## src/rtl/simon_host_driver.sv

```systemverilog
// Single-job requester for the SIMON32/64 control core. Define SIMON_HOST_TIMEOUT_EN to add the watchdog and sticky err.
// Latency is 3 cycles plus the core's doneKey->doneData time. in_ready is high only in IDLE, and out_valid holds until out_ready.
module simon_host_driver #(
  parameter int N              = 16,
  parameter int M              = 4,
  parameter int TIMEOUT_CYCLES = 1024
) (
  input  logic             clk,
  input  logic             nR,
  input  logic             in_valid,
  output logic             in_ready,
  input  logic [2*N-1:0]   in_block,
  input  logic [M*N-1:0]   in_key,
  input  logic             in_enc_dec,
  output logic             out_valid,
  input  logic             out_ready,
  output logic [2*N-1:0]   out_block,
  output logic             out_enc_dec,
  output logic             newData,
  output logic             readData,
  output logic             enc_dec,
  output logic [2*N-1:0]   plain,
  output logic [M*N-1:0]   key,
  input  logic             doneKey,
  input  logic             doneData,
  input  logic [2*N-1:0]   cipher,
  output logic             busy,
  output logic             err
);

  typedef enum logic [2:0] {
    S_IDLE      = 3'd0,
    S_LOAD      = 3'd1,
    S_WAIT_DATA = 3'd2,
    S_ACK       = 3'd3,
    S_OUTPUT    = 3'd4
  } state_t;

  state_t           r_state;
  state_t           w_state_nxt;
  logic             w_accept;
  logic             w_capture;
  logic             w_timeout;
  logic [2*N-1:0]   r_plain;
  logic [M*N-1:0]   r_key;
  logic             r_enc_dec;
  logic [2*N-1:0]   r_out_block;
  logic             r_out_enc_dec;

`ifdef SIMON_HOST_TIMEOUT_EN
  localparam int CW = (TIMEOUT_CYCLES > 2) ? $clog2(TIMEOUT_CYCLES) : 1;
  logic [CW-1:0] r_cnt;
  logic          r_err;
  logic          w_counting;

  assign w_counting = (r_state == S_LOAD) || (r_state == S_WAIT_DATA) || (r_state == S_ACK);
  assign w_timeout  = w_counting && (r_cnt == CW'(TIMEOUT_CYCLES - 1));
`else
  logic w_unused_timeout;
  assign w_unused_timeout = (TIMEOUT_CYCLES > 0);
  assign w_timeout        = 1'b0;
`endif

  always_comb begin
    w_state_nxt = r_state;
    case (r_state)
      S_IDLE:      if (in_valid)  w_state_nxt = S_LOAD;
      S_LOAD:      if (doneKey)   w_state_nxt = S_WAIT_DATA;
      S_WAIT_DATA: if (doneData)  w_state_nxt = S_ACK;
      S_ACK:       if (!doneData) w_state_nxt = S_OUTPUT;
      S_OUTPUT:    if (out_ready) w_state_nxt = S_IDLE;
      default:                    w_state_nxt = S_IDLE;
    endcase
    // The watchdog overrides any handshake progress made on the same edge.
    if (w_timeout) w_state_nxt = S_IDLE;
  end

  assign w_accept  = (r_state == S_IDLE) && in_valid;
  assign w_capture = (r_state == S_WAIT_DATA) && (w_state_nxt == S_ACK);

  always_ff @(posedge clk or negedge nR) begin
    if (!nR) begin
      r_state       <= S_IDLE;
      r_plain       <= '0;
      r_key         <= '0;
      r_enc_dec     <= 1'b0;
      r_out_block   <= '0;
      r_out_enc_dec <= 1'b0;
    end else begin
      r_state <= w_state_nxt;
      if (w_accept) begin
        r_plain   <= in_block;
        r_key     <= in_key;
        r_enc_dec <= in_enc_dec;
      end
      if (w_capture) begin
        r_out_block   <= cipher;
        r_out_enc_dec <= r_enc_dec;
      end
    end
  end

`ifdef SIMON_HOST_TIMEOUT_EN
  always_ff @(posedge clk or negedge nR) begin
    if (!nR) begin
      r_cnt <= '0;
      r_err <= 1'b0;
    end else begin
      if (w_timeout) r_err <= 1'b1;
      if (w_state_nxt != r_state) r_cnt <= '0;
      else if (w_counting)        r_cnt <= r_cnt + 1'b1;
    end
  end
  assign err = r_err;
`else
  assign err = 1'b0;
`endif

  assign in_ready    = (r_state == S_IDLE);
  assign newData     = (r_state == S_LOAD);
  assign readData    = (r_state == S_ACK);
  assign out_valid   = (r_state == S_OUTPUT);
  assign busy        = (r_state != S_IDLE);
  assign plain       = r_plain;
  assign key         = r_key;
  assign enc_dec     = r_enc_dec;
  assign out_block   = r_out_block;
  assign out_enc_dec = r_out_enc_dec;

endmodule

```

## config.mk

```make
export PLATFORM = sky130hd
export DESIGN_NAME = simon_host_driver
export DESIGN_NICKNAME = d
export VERILOG_FILES = /design/src/rtl/simon_host_driver.sv
export SDC_FILE = /design/constraint.sdc
export NUM_CORES = 1
export LEC_CHECK = 0
export ABC_AREA = 0
export CAP_MARGIN = 20
export CELL_PAD_IN_SITES_DETAIL_PLACEMENT = 0
export CELL_PAD_IN_SITES_GLOBAL_PLACEMENT = 1
export CORE_ASPECT_RATIO = 1.4
export CORE_MARGIN = 5
export CORE_UTILIZATION = 31
export CTS_BUF_LIST = sky130_fd_sc_hd__clkbuf_2 sky130_fd_sc_hd__clkbuf_4 sky130_fd_sc_hd__clkbuf_8
export CTS_CLUSTER_DIAMETER = 100
export DETAILED_ROUTE_END_ITERATION = 8
export PLACE_DENSITY = 0.86
export SLEW_MARGIN = 0
export SYNTH_ARGS = -nofsm -noshare
export SYNTH_HDL_FRONTEND = slang
export SYNTH_SLANG_ARGS = --single-unit
```

## constraint.sdc

```tcl
create_clock -name clk -period 2.1 [get_ports clk]
set_clock_uncertainty 0.15 [all_clocks]
set_input_delay 0.525 -clock clk [delete_from_list [all_inputs] [get_ports clk]]
set_output_delay 0.525 -clock clk [all_outputs]
set_load 0.02 [all_outputs]
```

==> results of run 1 <==
[final timing paths]
kind	endpoint	slack, ns	cells past startpoint
setup / recovery	busy	0.02	2
hold / removal	key[52]$_DFFE_PN0P_	0.33	1
setup reg to reg	key[17]$_DFFE_PN0P_	0.08	6
hold reg to reg	key[52]$_DFFE_PN0P_	0.33	1
max in group asynchronous	out_block[27]$_DFFE_PN0P_	0.80	3
min in group asynchronous	out_block[1]$_DFFE_PN0P_	0.39	2
[metal layers]
layer / track usage (%) / vias to the layer above / routed length, um / share of wire [%]
met2: 28.4 / 152 / 7980 / 56
met4: 6.36 / 0 / 316 / 2.2
met1: 15.4 / 1785 / 4860 / 34
met3: 6.34 / 17 / 1050 / 7.4
met5: 0 / - / 0 / 0
li1: - / 1654 / - / -
[stage by stage]
stage                     cell area, um2  hold slack (ns)  util, %
after global placement              8160            0.302     50.9
after global routing                8510            0.350     53.1
final                               8510            0.329     53.1
after CTS                           8490            0.335     52.9
after detailed placement            8160            0.301     50.9
after floorplan                     5020           0.0794        -
[placed cells by master, fill, tap and decap left out]
| cell type | netlist | final |
|---|---|---|
| nor2b_1 | 1 | 1 |
| dlygate4sd3_1 | 0 | 1 |
| nand2b_1 | 2 | 2 |
| buf_6 | 0 | 4 |
| a311oi_1 | 2 | 2 |
| clkdlybuf4s50_1 | 0 | 133 |
| clkinvlp_4 | 0 | 2 |
| clkbuf_4 | 0 | 1 |
| dlymetal6s2s_1 | 0 | 10 |
| dfrtp_1 | 133 | 132 |
| a21oi_1 | 1 | 1 |
| or3_4 | 0 | 1 |
| mux2_1 | 30 | 30 |
| nor3b_2 | 0 | 1 |
| clkinv_2 | 0 | 4 |
| nor3b_4 | 0 | 1 |
| and3b_2 | 0 | 1 |
| buf_12 | 0 | 5 |
| a22o_1 | 1 | 1 |
| inv_1 | 4 | 3 |
| dfrtp_2 | 0 | 1 |
| inv_2 | 0 | 1 |
| buf_4 | 5 | 29 |
| mux2_2 | 100 | 100 |
| conb_1 | 1 | 1 |
| nor4b_4 | 1 | 1 |
| bufinv_16 | 0 | 3 |
| clkbuf_8 | 0 | 21 |
| dlygate4sd2_1 | 0 | 120 |
| nor4bb_4 | 0 | 1 |
[state kept, by name, indices dropped and copies added, names as in the netlist]
| signal | cells |
|---|---|
| enc_dec | 1 |
| key | 64 |
| out_block | 32 |
| out_enc_dec | 1 |
| plain | 32 |
| r_state | 3 |
[kinds of logic (layout without fill, tap and decap cells)]
kind of cell / after synthesis / after routing / share of synthesized area, %
flip-flops: 133 / 133 / 66.3
multiplexers: 130 / 130 / 29.2
buffers and inverters: 21 / 337 / 2.22
AND/OR/NAND/NOR: 9 / 9 / 1.64
AO/OA/AOI/OAI: 4 / 4 / 0.623
other: 1 / 1 / 0.0747
[layout make-up]
cell class | count | area (um2) | area share (%)
flip-flops and latches | 133 | 3330 | 39.1
repair buffers | 302 | 2880 | 33.8
multi-input cells | 144 | 1620 | 19.0
clock buffers | 22 | 297 | 3.48
well taps | 199 | 249 | 2.92
clock inverters | 9 | 125 | 1.47
inverters | 4 | 15.0 | 0.176
[power by group through the flow]
stage / Clock [mW] / Sequential (mW) / Combinational (mW)
2_1_floorplan: 0 / 6.14 / 1.88
3_3_place_gp: 0 / 4.54 / 7.08
3_5_place_dp: 0 / 4.62 / 7.23
4_1_cts: 2.32 / 4.53 / 6.49
5_1_grt: 2.45 / 4.71 / 6.76
6_report: 2.23 / 4.51 / 6.34
[repair_timing]
action,CTS,global route
resized for setup,158,10
hold buffers,1,0
hold endpoints to repair,20,0
pin swaps,1,0
gates cloned,0,0
setup buffers,3,0
setup endpoints to repair,125,15
==> run summary, run 1 <==
OUTCOME
---------------------------------------------------------------------------------
Run status                                                           finished clean

POWER
---------------------------------------------------------------------------------
Reported net switching power                                              4.82 mW
Clock share of power                                                        17.0%
Switching Share                                                             36.8%
Internal Dissipation                                                      8.26 mW
Final Total Pwr                                                           13.1 mW
Peak VDD IR                                                              0.641 mV
Power density over the cells                                          1540 nW/um2
Power share of the combinational group                                      48.5%
Static leakage power                                                      3.90 nW
Sequential cell fraction of total power                                     34.5%

PLACED DESIGN
---------------------------------------------------------------------------------
Worst slack at placement                                                -0.189 ns
Cell count after placement                                                    778
Quantity of I/O buffers inserted on ports                                     269
HPWL Detailed                                                            11300 um
Final weighted congestion of routability-driven global placement            0.765

GRT
---------------------------------------------------------------------------------
Grt ovf                                                                         0
Total global routing track utilization                                      15.5%
Vias in the first global route                                               4237
First-pass GRT wire length                                               23200 um
Maximum number of pins on one net before global-route repair                   45
Number of antenna violations at the first check in global routing               0

FINAL LAYOUT
---------------------------------------------------------------------------------
Fraction of final layout cells sized beyond drive strength 1                28.8%
Post-route insts no fill                                                      813
Area grow syn2layout                                                        69.6%
Number of nets in the finished design                                         737
Ant. Diodes                                                                     0
Fillcell total                                                               1421

WORST HOLD PATH
---------------------------------------------------------------------------------
Hold wc startpoint                                                   key[52]$_DFFE_PN0P_
Path class of the lowest-slack min-delay path                        register to register

CRITICAL PATH
---------------------------------------------------------------------------------
Data arrival at the endpoint of the critical path                         1.41 ns
CP required                                                               1.42 ns
Critical path startpoint category                                        register
Reg-to-Reg Start                                                     r_state[2]$_DFF_PN0_
Startpoint-to-endpoint class of the critical path                    register to primary output
Slowest stage delay, CP                                                   0.41 ns
Count of buffer and inverter cells on the critical path                         1
Delay-heaviest family, CP                                            simple AND/OR/NAND/NOR gates
Cells traversed along the worst timing path                          or3_4, buf_4
Worst setup path startpoint                                          r_state[2]$_DFF_PN0_
Critical Path End Type                                               primary output
Slowest stage cell, crit path                                               or3_4
Maximum net fanout on the critical path                                         3

CTS
---------------------------------------------------------------------------------
Clock latency on the worst-skew pair                                      0.43 ns
Num CTS Buffers                                                                17
Clock Tree Root                                                          clkbuf_8
Clock transition at the registers of the reported paths                   0.07 ns
Number of sinks on the clock net                                              133
Maximum number of buffers from clock root to sink                               2
Clock H-tree levels                                                             4
Clock tree from TritonCTS                                                   built

SYNTH
---------------------------------------------------------------------------------
Synth Area per Inst                                                      16.8 um2
Main area contributors after synthesis                               dfrtp_1 66%, mux2_2 22%, mux2_1 6.7%, buf_2 1.1%, buf_4 0.75%
Synthesis-stage register bit count                                            133
Most instantiated library cell after synthesis                            dfrtp_1
Synthesized area                                                         5020 um2
Post-synthesis cell count                                                     298
Net count after synthesis                                                     433
Library cell occupying the most area in the post-synthesis netlist        dfrtp_1
Number of flops mapped to enable cells by yosys                                 0
Synth unique cells                                                             18
List of most frequent post-synthesis cells                           133 x dfrtp_1, 100 x mux2_2, 30 x mux2_1, 11 x buf_2, 5 x buf_4
Post-synth top flop                                                       dfrtp_1
Area share of the largest cell type after synthesis                         66.3%
Share of flip-flops with an asynchronous set or reset                        100%
Yosys warnings                                                                  0
Fraction of the yosys area taken by sequential cells                        66.3%

FLOORPLANNING
---------------------------------------------------------------------------------
Area of the die                                                         18900 um2
Initial Util                                                                31.3%
Die Ht                                                                     161 um
Ports                                                                         271
Chip width                                                                 118 um
Core area                                                               16000 um2
Number of core rows                                                            55

STA
---------------------------------------------------------------------------------
Setup repair after global routing missed its margin                          true
Clock period minus worst slack                                            2.08 ns
Fraction of the cycle the final worst path needs                            99.1%
Max-slew violation count                                                        0
Final hold violations                                                           0
Final sum of negative setup slack                                            0 ns
Setup-failing EPs final                                                         0
PnR worst setup slack                                                   0.0192 ns
Achievable Freq                                                         0.481 GHz

DRT
---------------------------------------------------------------------------------
Total length of routed wires                                             14200 um
Final antenna-violating net count                                               0
Detailed Route Iter0 Violations                                                74
Vias after detailed routing                                                  3608
Wire per inst                                                             17.5 um
Number of detailed-routing iterations run before antenna repair                 4
Final routed DRC violation total                                                0
Average vias per placed instance                                             4.44

JOB
---------------------------------------------------------------------------------
Max cap viols                                                                   0

Power figures use the tool's default switching activity.
==> inputs of run 2 (changes only) <==
- SETUP_SLACK_MARGIN: not set -> 0.1
==> run 2 against run 1 <==
  * Sequential power rose by 1%
  * Clock power barely moved
  * Sequential cell count did not move
  * Combinational power rose by 20%
  * Core utilization rose by 4.0 points
  * Largest cell class unchanged
  * Critical endpoint unchanged
==> run summary, run 2 (synthesis gave the netlist of run 1 again) <==
CRITICAL PATH
--------------------------------------------------------------------------------
Data arrival at the endpoint of the critical path                        1.41 ns   about the same
Reg2reg setup slack                                                      0.04 ns   -0.04 ns
Maximum net fanout on the critical path                                        3   unchanged
Worst setup path startpoint                                         r_state[2]$_DFF_PN0_
Cell depth of the worst flop-to-flop path                                      7   +1
Cells traversed along the worst timing path                         or3_4, buf_4
Critical path startpoint category                                       register
Reg-to-Reg Start                                                    r_state[0]$_DFF_PN0_
Critical Path End Type                                              primary output
Slowest stage cell, crit path                                              or3_4
Startpoint-to-endpoint class of the critical path                   register to primary output
CP required                                                              1.42 ns   about the same
Capturing instance or port of the critical path                             busy
Reg2Reg Capture Point                                               plain[14]$_DFFE_PN0P_
Slowest stage delay, CP                                                  0.41 ns   about the same

GRT
--------------------------------------------------------------------------------
Grt ovf                                                                        0   unchanged
Total global routing track utilization                                     16.4%   +0.84 points
Maximum number of pins on one net before global-route repair                  45   unchanged
Vias in the first global route                                              4354   +2.8%
First-pass GRT wire length                                              24400 um   +5.1%
Number of antenna violations at the first check in global routing              0   unchanged

FINAL LAYOUT
--------------------------------------------------------------------------------
Largest register FFs                                                          64   unchanged
Number of nets in the finished design                                        751   +1.9%
Fraction of final layout cells sized beyond drive strength 1               35.2%   +6.4 points
Most common cell after layout, fill and taps aside                  clkdlybuf4s50_1
Most frequent cells in the layout                                   133 x clkdlybuf4s50_1, 132 x dfrtp_1, 130 x dlygate4sd2_1, 97 x mux2_4, 33 x mux2_2
Ant. Diodes                                                                    0   unchanged
Final core utilization                                                     57.1%   +4.0 points
Area grow syn2layout                                                       82.4%
Finished Cell Area                                                      9160 um2   +7.5%

POWER
--------------------------------------------------------------------------------
Final Total Pwr                                                          14.4 mW   +10%
Clock share of power                                                       15.5%   -1.5 points
Power share of the combinational group                                     52.8%   +4.3 points
Peak VDD IR                                                             0.739 mV   +15%
Internal Dissipation                                                     9.27 mW   +12%
Reported net switching power                                             5.16 mW   +7.1%
Sequential cell fraction of total power                                    31.7%   -2.8 points
Switching Share                                                            35.7%   -1.1 points
Static leakage power                                                     4.26 nW   +9.4%
Power density over the cells                                         1580 nW/um2   +2.6%

STA
--------------------------------------------------------------------------------
Final sum of negative setup slack                                           0 ns   unchanged
Setup-failing EPs final                                                        0   unchanged
Final hold violations                                                          0   unchanged
Clock period minus worst slack                                           2.08 ns   +0.00123 ns
WHS                                                                     0.352 ns   +0.0230 ns
Setup repair after global routing missed its margin                         true
Max-slew violation count                                                       0   unchanged
Fraction of the cycle the final worst path needs                           99.1%   about the same
Achievable Freq                                                        0.480 GHz   about the same

DRT
--------------------------------------------------------------------------------
Detailed Route Iter0 Violations                                              118   +59%
Wire per inst                                                            18.9 um   +7.9%
Vias after detailed routing                                                 3736   +3.5%
Final routed DRC violation total                                               0   unchanged
Average vias per placed instance                                            4.52   +1.8%
Total length of routed wires                                            15600 um   +9.8%
Final antenna-violating net count                                              0   unchanged
Number of detailed-routing iterations run before antenna repair                4   unchanged

CTS
--------------------------------------------------------------------------------
Num CTS Buffers                                                               17   unchanged
Clock Tree Root                                                         clkbuf_8
Number of sinks on the clock net                                             133   unchanged
Clock latency on the worst-skew pair                                     0.43 ns   about the same
Maximum number of buffers from clock root to sink                              2   unchanged
Clock transition at the registers of the reported paths                  0.07 ns   about the same
Clock H-tree levels                                                            4   unchanged
Clock tree from TritonCTS                                                  built

FLOORPLANNING
--------------------------------------------------------------------------------
Initial Util                                                               31.3%   unchanged
Number of core rows                                                           55   unchanged
Core area                                                              16000 um2   unchanged
Die Ht                                                                    161 um   unchanged
Area of the die                                                        18900 um2   unchanged
Ports                                                                        271   unchanged
Chip width                                                                118 um   unchanged

PLACED DESIGN
--------------------------------------------------------------------------------
HPWL Detailed                                                           11300 um   unchanged
Final weighted congestion of routability-driven global placement           0.765   unchanged
Quantity of I/O buffers inserted on ports                                    269   unchanged
Cell area after placement                                               8160 um2   unchanged

WORST HOLD PATH
--------------------------------------------------------------------------------
Path class of the lowest-slack min-delay path                       register to register

OUTCOME
--------------------------------------------------------------------------------
Run status                                                          finished clean

JOB
--------------------------------------------------------------------------------
Max cap viols                                                                  0   unchanged

==> run 2: cell count changes in the layout (fill, tap and decap cells not counted), sizes merged <==
cell,previous run,this run
buf,38,50
dlygate4sd2,120,130
dlymetal6s2s,10,0
clkbuf,22,24
==> run 2: cell type report <==
type	count	area, um2
repair buffers	316	3160
clock buffers	22	297
inverters	4	15.0
fillers	1329	6880
clock inverters	9	125
multi-input cells	144	1980
well taps	199	249
flip-flops and latches	133	3330
==> run 2: repair_timing <==
item / 4_1_cts / 5_1_grt
hold buffers: 1 / 0
setup buffers: 5 / 6
resized for setup: 269 / 22
setup endpoints to repair: 174 / 102
hold endpoints to repair: 20 / 0
pin swaps: 3 / 1
cloned: 4 / 2
==> run 2: metrics by stage <==
stage | setup slack [ns] | cells
after detailed placement | -0.189 | 778
final | 0.0179 | 827
after CTS | -0.0310 | 819
after global routing | -0.0683 | 827
after global placement | -0.164 | 778
after floorplan | 0.266 | 298
==> run 2: how the worst min path moves through the flow <==
stage,startpoint,endpoint,slack [ns],cells after the start
floorplan,nR,enc_dec$_DFFE_PN0P_,0.08,0
global placement,nR,out_block[1]$_DFFE_PN0P_,0.30,1
detailed placement,nR,out_block[1]$_DFFE_PN0P_,0.30,1
CTS,key[62]$_DFFE_PN0P_,key[62]$_DFFE_PN0P_,0.34,1
global route,out_block[16]$_DFFE_PN0P_,out_block[16]$_DFFE_PN0P_,0.37,1
finish,out_block[16]$_DFFE_PN0P_,out_block[16]$_DFFE_PN0P_,0.35,1
==> run 2: worst max-delay path: cells and delay by family, from the launching register on <==
kind	cells	cell delay, ns
and+or+nand+nor	1	0.41
DFF	1	0.40
buffers and inverters	1	0.17
==> run 2: power by group through the flow <==
stage               combinational (mW)  sequential, mW  clock (mW)
finish                            7.61            4.57        2.24
global route                      8.00            4.77        2.45
CTS                               7.40            4.57        2.32
detailed placement                7.23            4.62           0
global placement                  7.08            4.54           0
floorplan                         1.88            6.14           0
==> run 2: per-layer routing <==
metal	GRT usage (%)	wire length, um
met1	16.9	5660
met5	0	0
met3	6.31	1080
met4	6.62	395
met2	29.6	8480
==> inputs of run 3 (changes only) <==
- PLACE_DENSITY: 0.86 -> 0.83
==> run 3 against run 2 <==
  * The run now ends with negative setup slack left
  * Via count increased by 0.24%
  * Count of clock-buffer cells in the layout increased by 2
  * Die area did not move
  * Highest routed layer unchanged
  * Worst hold slack worse by 0.013 ns
  * Core utilization decreased by 1.4 points
  * Cell area decreased by 2.5%
  * Largest cell class unchanged
==> run summary, run 3 (synthesis gave the netlist of run 1 again) <==
OUTCOME
--------------------------------------------------------------------------------
Run status                                                          finished, violations left
Violated checks                                                     negative setup slack

DRT
--------------------------------------------------------------------------------
Wire per inst                                                            18.6 um   -1.2%
Final routed DRC violation total                                               0   unchanged
Number of detailed-routing iterations run before antenna repair                4   unchanged
Average vias per placed instance                                            4.53   +0.24%
Final antenna-violating net count                                              0   unchanged
Detailed Route Iter0 Violations                                              104   -12%
Total length of routed wires                                            15400 um   -1.2%
Vias after detailed routing                                                 3745   +0.24%

CRITICAL PATH
--------------------------------------------------------------------------------
Delay-heaviest family, CP                                           simple AND/OR/NAND/NOR gates
Critical Path End Type                                              primary output
CP required                                                              1.42 ns   about the same
Cell depth of the worst flop-to-flop path                                      7   unchanged
Data arrival at the endpoint of the critical path                        1.43 ns   +0.02 ns
Reg-to-Reg Start                                                    r_state[2]$_DFF_PN0_
Startpoint-to-endpoint class of the critical path                   register to primary output
Capturing instance or port of the critical path                         in_ready
Critical path startpoint category                                       register
Reg2reg setup slack                                                      0.03 ns   about the same
Cells traversed along the worst timing path                         or3_4, inv_2, buf_6
Count of buffer and inverter cells on the critical path                        2   +1
Slowest stage delay, CP                                                  0.42 ns   about the same
Slowest stage cell, crit path                                              or3_4
Maximum net fanout on the critical path                                        3   unchanged
Number of gates on the worst path with buffers counted                         3   +1
Worst setup path startpoint                                         r_state[2]$_DFF_PN0_
Reg2Reg Capture Point                                               plain[20]$_DFFE_PN0P_

STA
--------------------------------------------------------------------------------
Setup-failing EPs final                                                        1   +1
Final sum of negative setup slack                                   -0.000954 ns   -0.000954 ns
Fraction of the cycle the final worst path needs                            100%   +0.90 points
Achievable Freq                                                        0.476 GHz   -0.90%
PnR worst setup slack                                               -0.000954 ns   -0.0189 ns
Setup repair after global routing missed its margin                         true
Clock period minus worst slack                                           2.10 ns   +0.0189 ns
Final hold violations                                                          0   unchanged
Max-slew violation count                                                       0   unchanged

FINAL LAYOUT
--------------------------------------------------------------------------------
Fraction of final layout cells sized beyond drive strength 1               34.8%   -0.42 points
Area occupied by multi-input gates                                      1720 um2   -13%
Sequential cell area in the final layout                                3330 um2   unchanged
Most frequent cells in the layout                                   133 x clkdlybuf4s50_1, 132 x dfrtp_1, 130 x dlygate4sd2_1, 100 x mux2_2, 29 x mux2_4
Number of nets in the finished design                                        750   -0.13%
Final core utilization                                                     55.7%   -1.4 points
Fillcell total                                                              1354   +1.9%
Area grow syn2layout                                                       77.7%
Largest register FFs                                                          64   unchanged
Most common cell after layout, fill and taps aside                  clkdlybuf4s50_1

POWER
--------------------------------------------------------------------------------
Power density over the cells                                         1530 nW/um2   -2.6%
Peak VDD IR                                                             0.794 mV   +7.4%
Static leakage power                                                     4.04 nW   -5.3%

GRT
--------------------------------------------------------------------------------
Vias in the first global route                                              4301   -1.2%
Maximum number of pins on one net before global-route repair                  70   +56%
First-pass GRT wire length                                              23700 um   -2.8%
Total global routing track utilization                                     16.1%   -0.23 points
Number of antenna violations at the first check in global routing              1   +1
Grt ovf                                                                        0   unchanged

PLACED DESIGN
--------------------------------------------------------------------------------
Final weighted congestion of routability-driven global placement           0.697   -8.9%
HPWL Detailed                                                           11100 um   -2.3%
Quantity of I/O buffers inserted on ports                                    269   unchanged

CTS
--------------------------------------------------------------------------------
Clock latency on the worst-skew pair                                     0.44 ns   about the same
Clock Tree Root                                                         clkbuf_8
Number of sinks on the clock net                                             133   unchanged
Clock H-tree levels                                                            4   unchanged
Maximum number of buffers from clock root to sink                              2   unchanged
Clock tree from TritonCTS                                                  built
Clock transition at the registers of the reported paths                  0.07 ns   about the same
Num CTS Buffers                                                               17   unchanged

FLOORPLANNING
--------------------------------------------------------------------------------
Area of the die                                                        18900 um2   unchanged
Initial Util                                                               31.3%   unchanged
Ports                                                                        271   unchanged
Number of core rows                                                           55   unchanged
Die Ht                                                                    161 um   unchanged
Core area                                                              16000 um2   unchanged
Chip width                                                                118 um   unchanged

JOB
--------------------------------------------------------------------------------
Max cap viols                                                                  0   unchanged

WORST HOLD PATH
--------------------------------------------------------------------------------
Hold wc startpoint                                                  plain[9]$_DFFE_PN0P_
Path class of the lowest-slack min-delay path                       register to register

## run 3: cell count changes in the layout (fill, tap and decap cells not counted), sizes merged
cell    change
clkinv      +1
bufinv      -3
diode       +1
clkbuf      +3
bufbuf      +2
buf         -4
## run 3: per-layer routing
metal,share of wire (%),up-vias,GRT usage (%),wire [um]
li1,-,1682,-,-
met4,3.7,0,8.71,567
met1,34,1852,15.5,5190
met3,7.3,36,5.81,1130
met2,55,175,29.7,8530
met5,0,-,0,0
## run 3: worst reg2reg max path, stage by stage, from the launching register on
cell,delay (ns)
dfrtp_1,0.40
buf_4,0.16
buf_4,0.13
nor4b_4,0.21
buf_6,0.18
buf_12,0.14
bufbuf_16,0.27
mux2_2,0.32
## run 3: power breakdown
group          switching (mW)  total [mW]  leakage, nW  internal [mW]
combinational            3.45        7.19         2.27           3.74
clock                   0.978        1.97        0.188          0.991
sequential              0.653        4.54         1.58           3.89
total                    5.08        13.7         4.04           8.62
## run 3: layout make-up
| class | instances | share of cell area (%) |
|---|---|---|
| clock inverter | 7 | 0.533 |
| timing repair buffer | 315 | 36.4 |
| multi-input combinational | 144 | 19.2 |
| antenna | 1 | 0.0280 |
| inverter | 4 | 0.168 |
| tap | 199 | 2.79 |
| sequential | 133 | 37.3 |
| clock buffer | 24 | 3.56 |
## run 3: timing repair
item	4_1_cts	5_1_grt
hold buffers	1	0
pin swaps	1	1
gates resized for setup	198	14
setup buffers	6	8
endpoints found under the setup margin	214	102
gates cloned	6	3
hold endpoints to repair	133	0
## run 3: how the worst min path moves through the flow
| stage | end | slack (ns) | cells past startpoint |
|---|---|---|---|
| 2_1_floorplan | enc_dec$_DFFE_PN0P_ | 0.08 | 0 |
| 3_3_place_gp | plain[6]$_DFFE_PN0P_ | 0.32 | 1 |
| 3_5_place_dp | plain[1]$_DFFE_PN0P_ | 0.33 | 1 |
| 4_1_cts | plain[1]$_DFFE_PN0P_ | 0.34 | 1 |
| 5_1_grt | plain[9]$_DFFE_PN0P_ | 0.36 | 1 |
| 6_report | plain[9]$_DFFE_PN0P_ | 0.34 | 1 |
## run 3: metrics by stage
stage	instances	hold slack (ns)	worst slack, ns	cell area (um2)	power [mW]
2_1_floorplan	298	0.0794	0.266	5020	8.01
3_3_place_gp	771	0.315	-0.188	8120	11.6
3_5_place_dp	771	0.325	-0.247	8120	11.8
4_1_cts	815	0.335	-0.0491	8710	13.6
5_1_grt	827	0.364	-0.0685	8920	14.5
6_report	827	0.339	-0.000954	8920	13.7
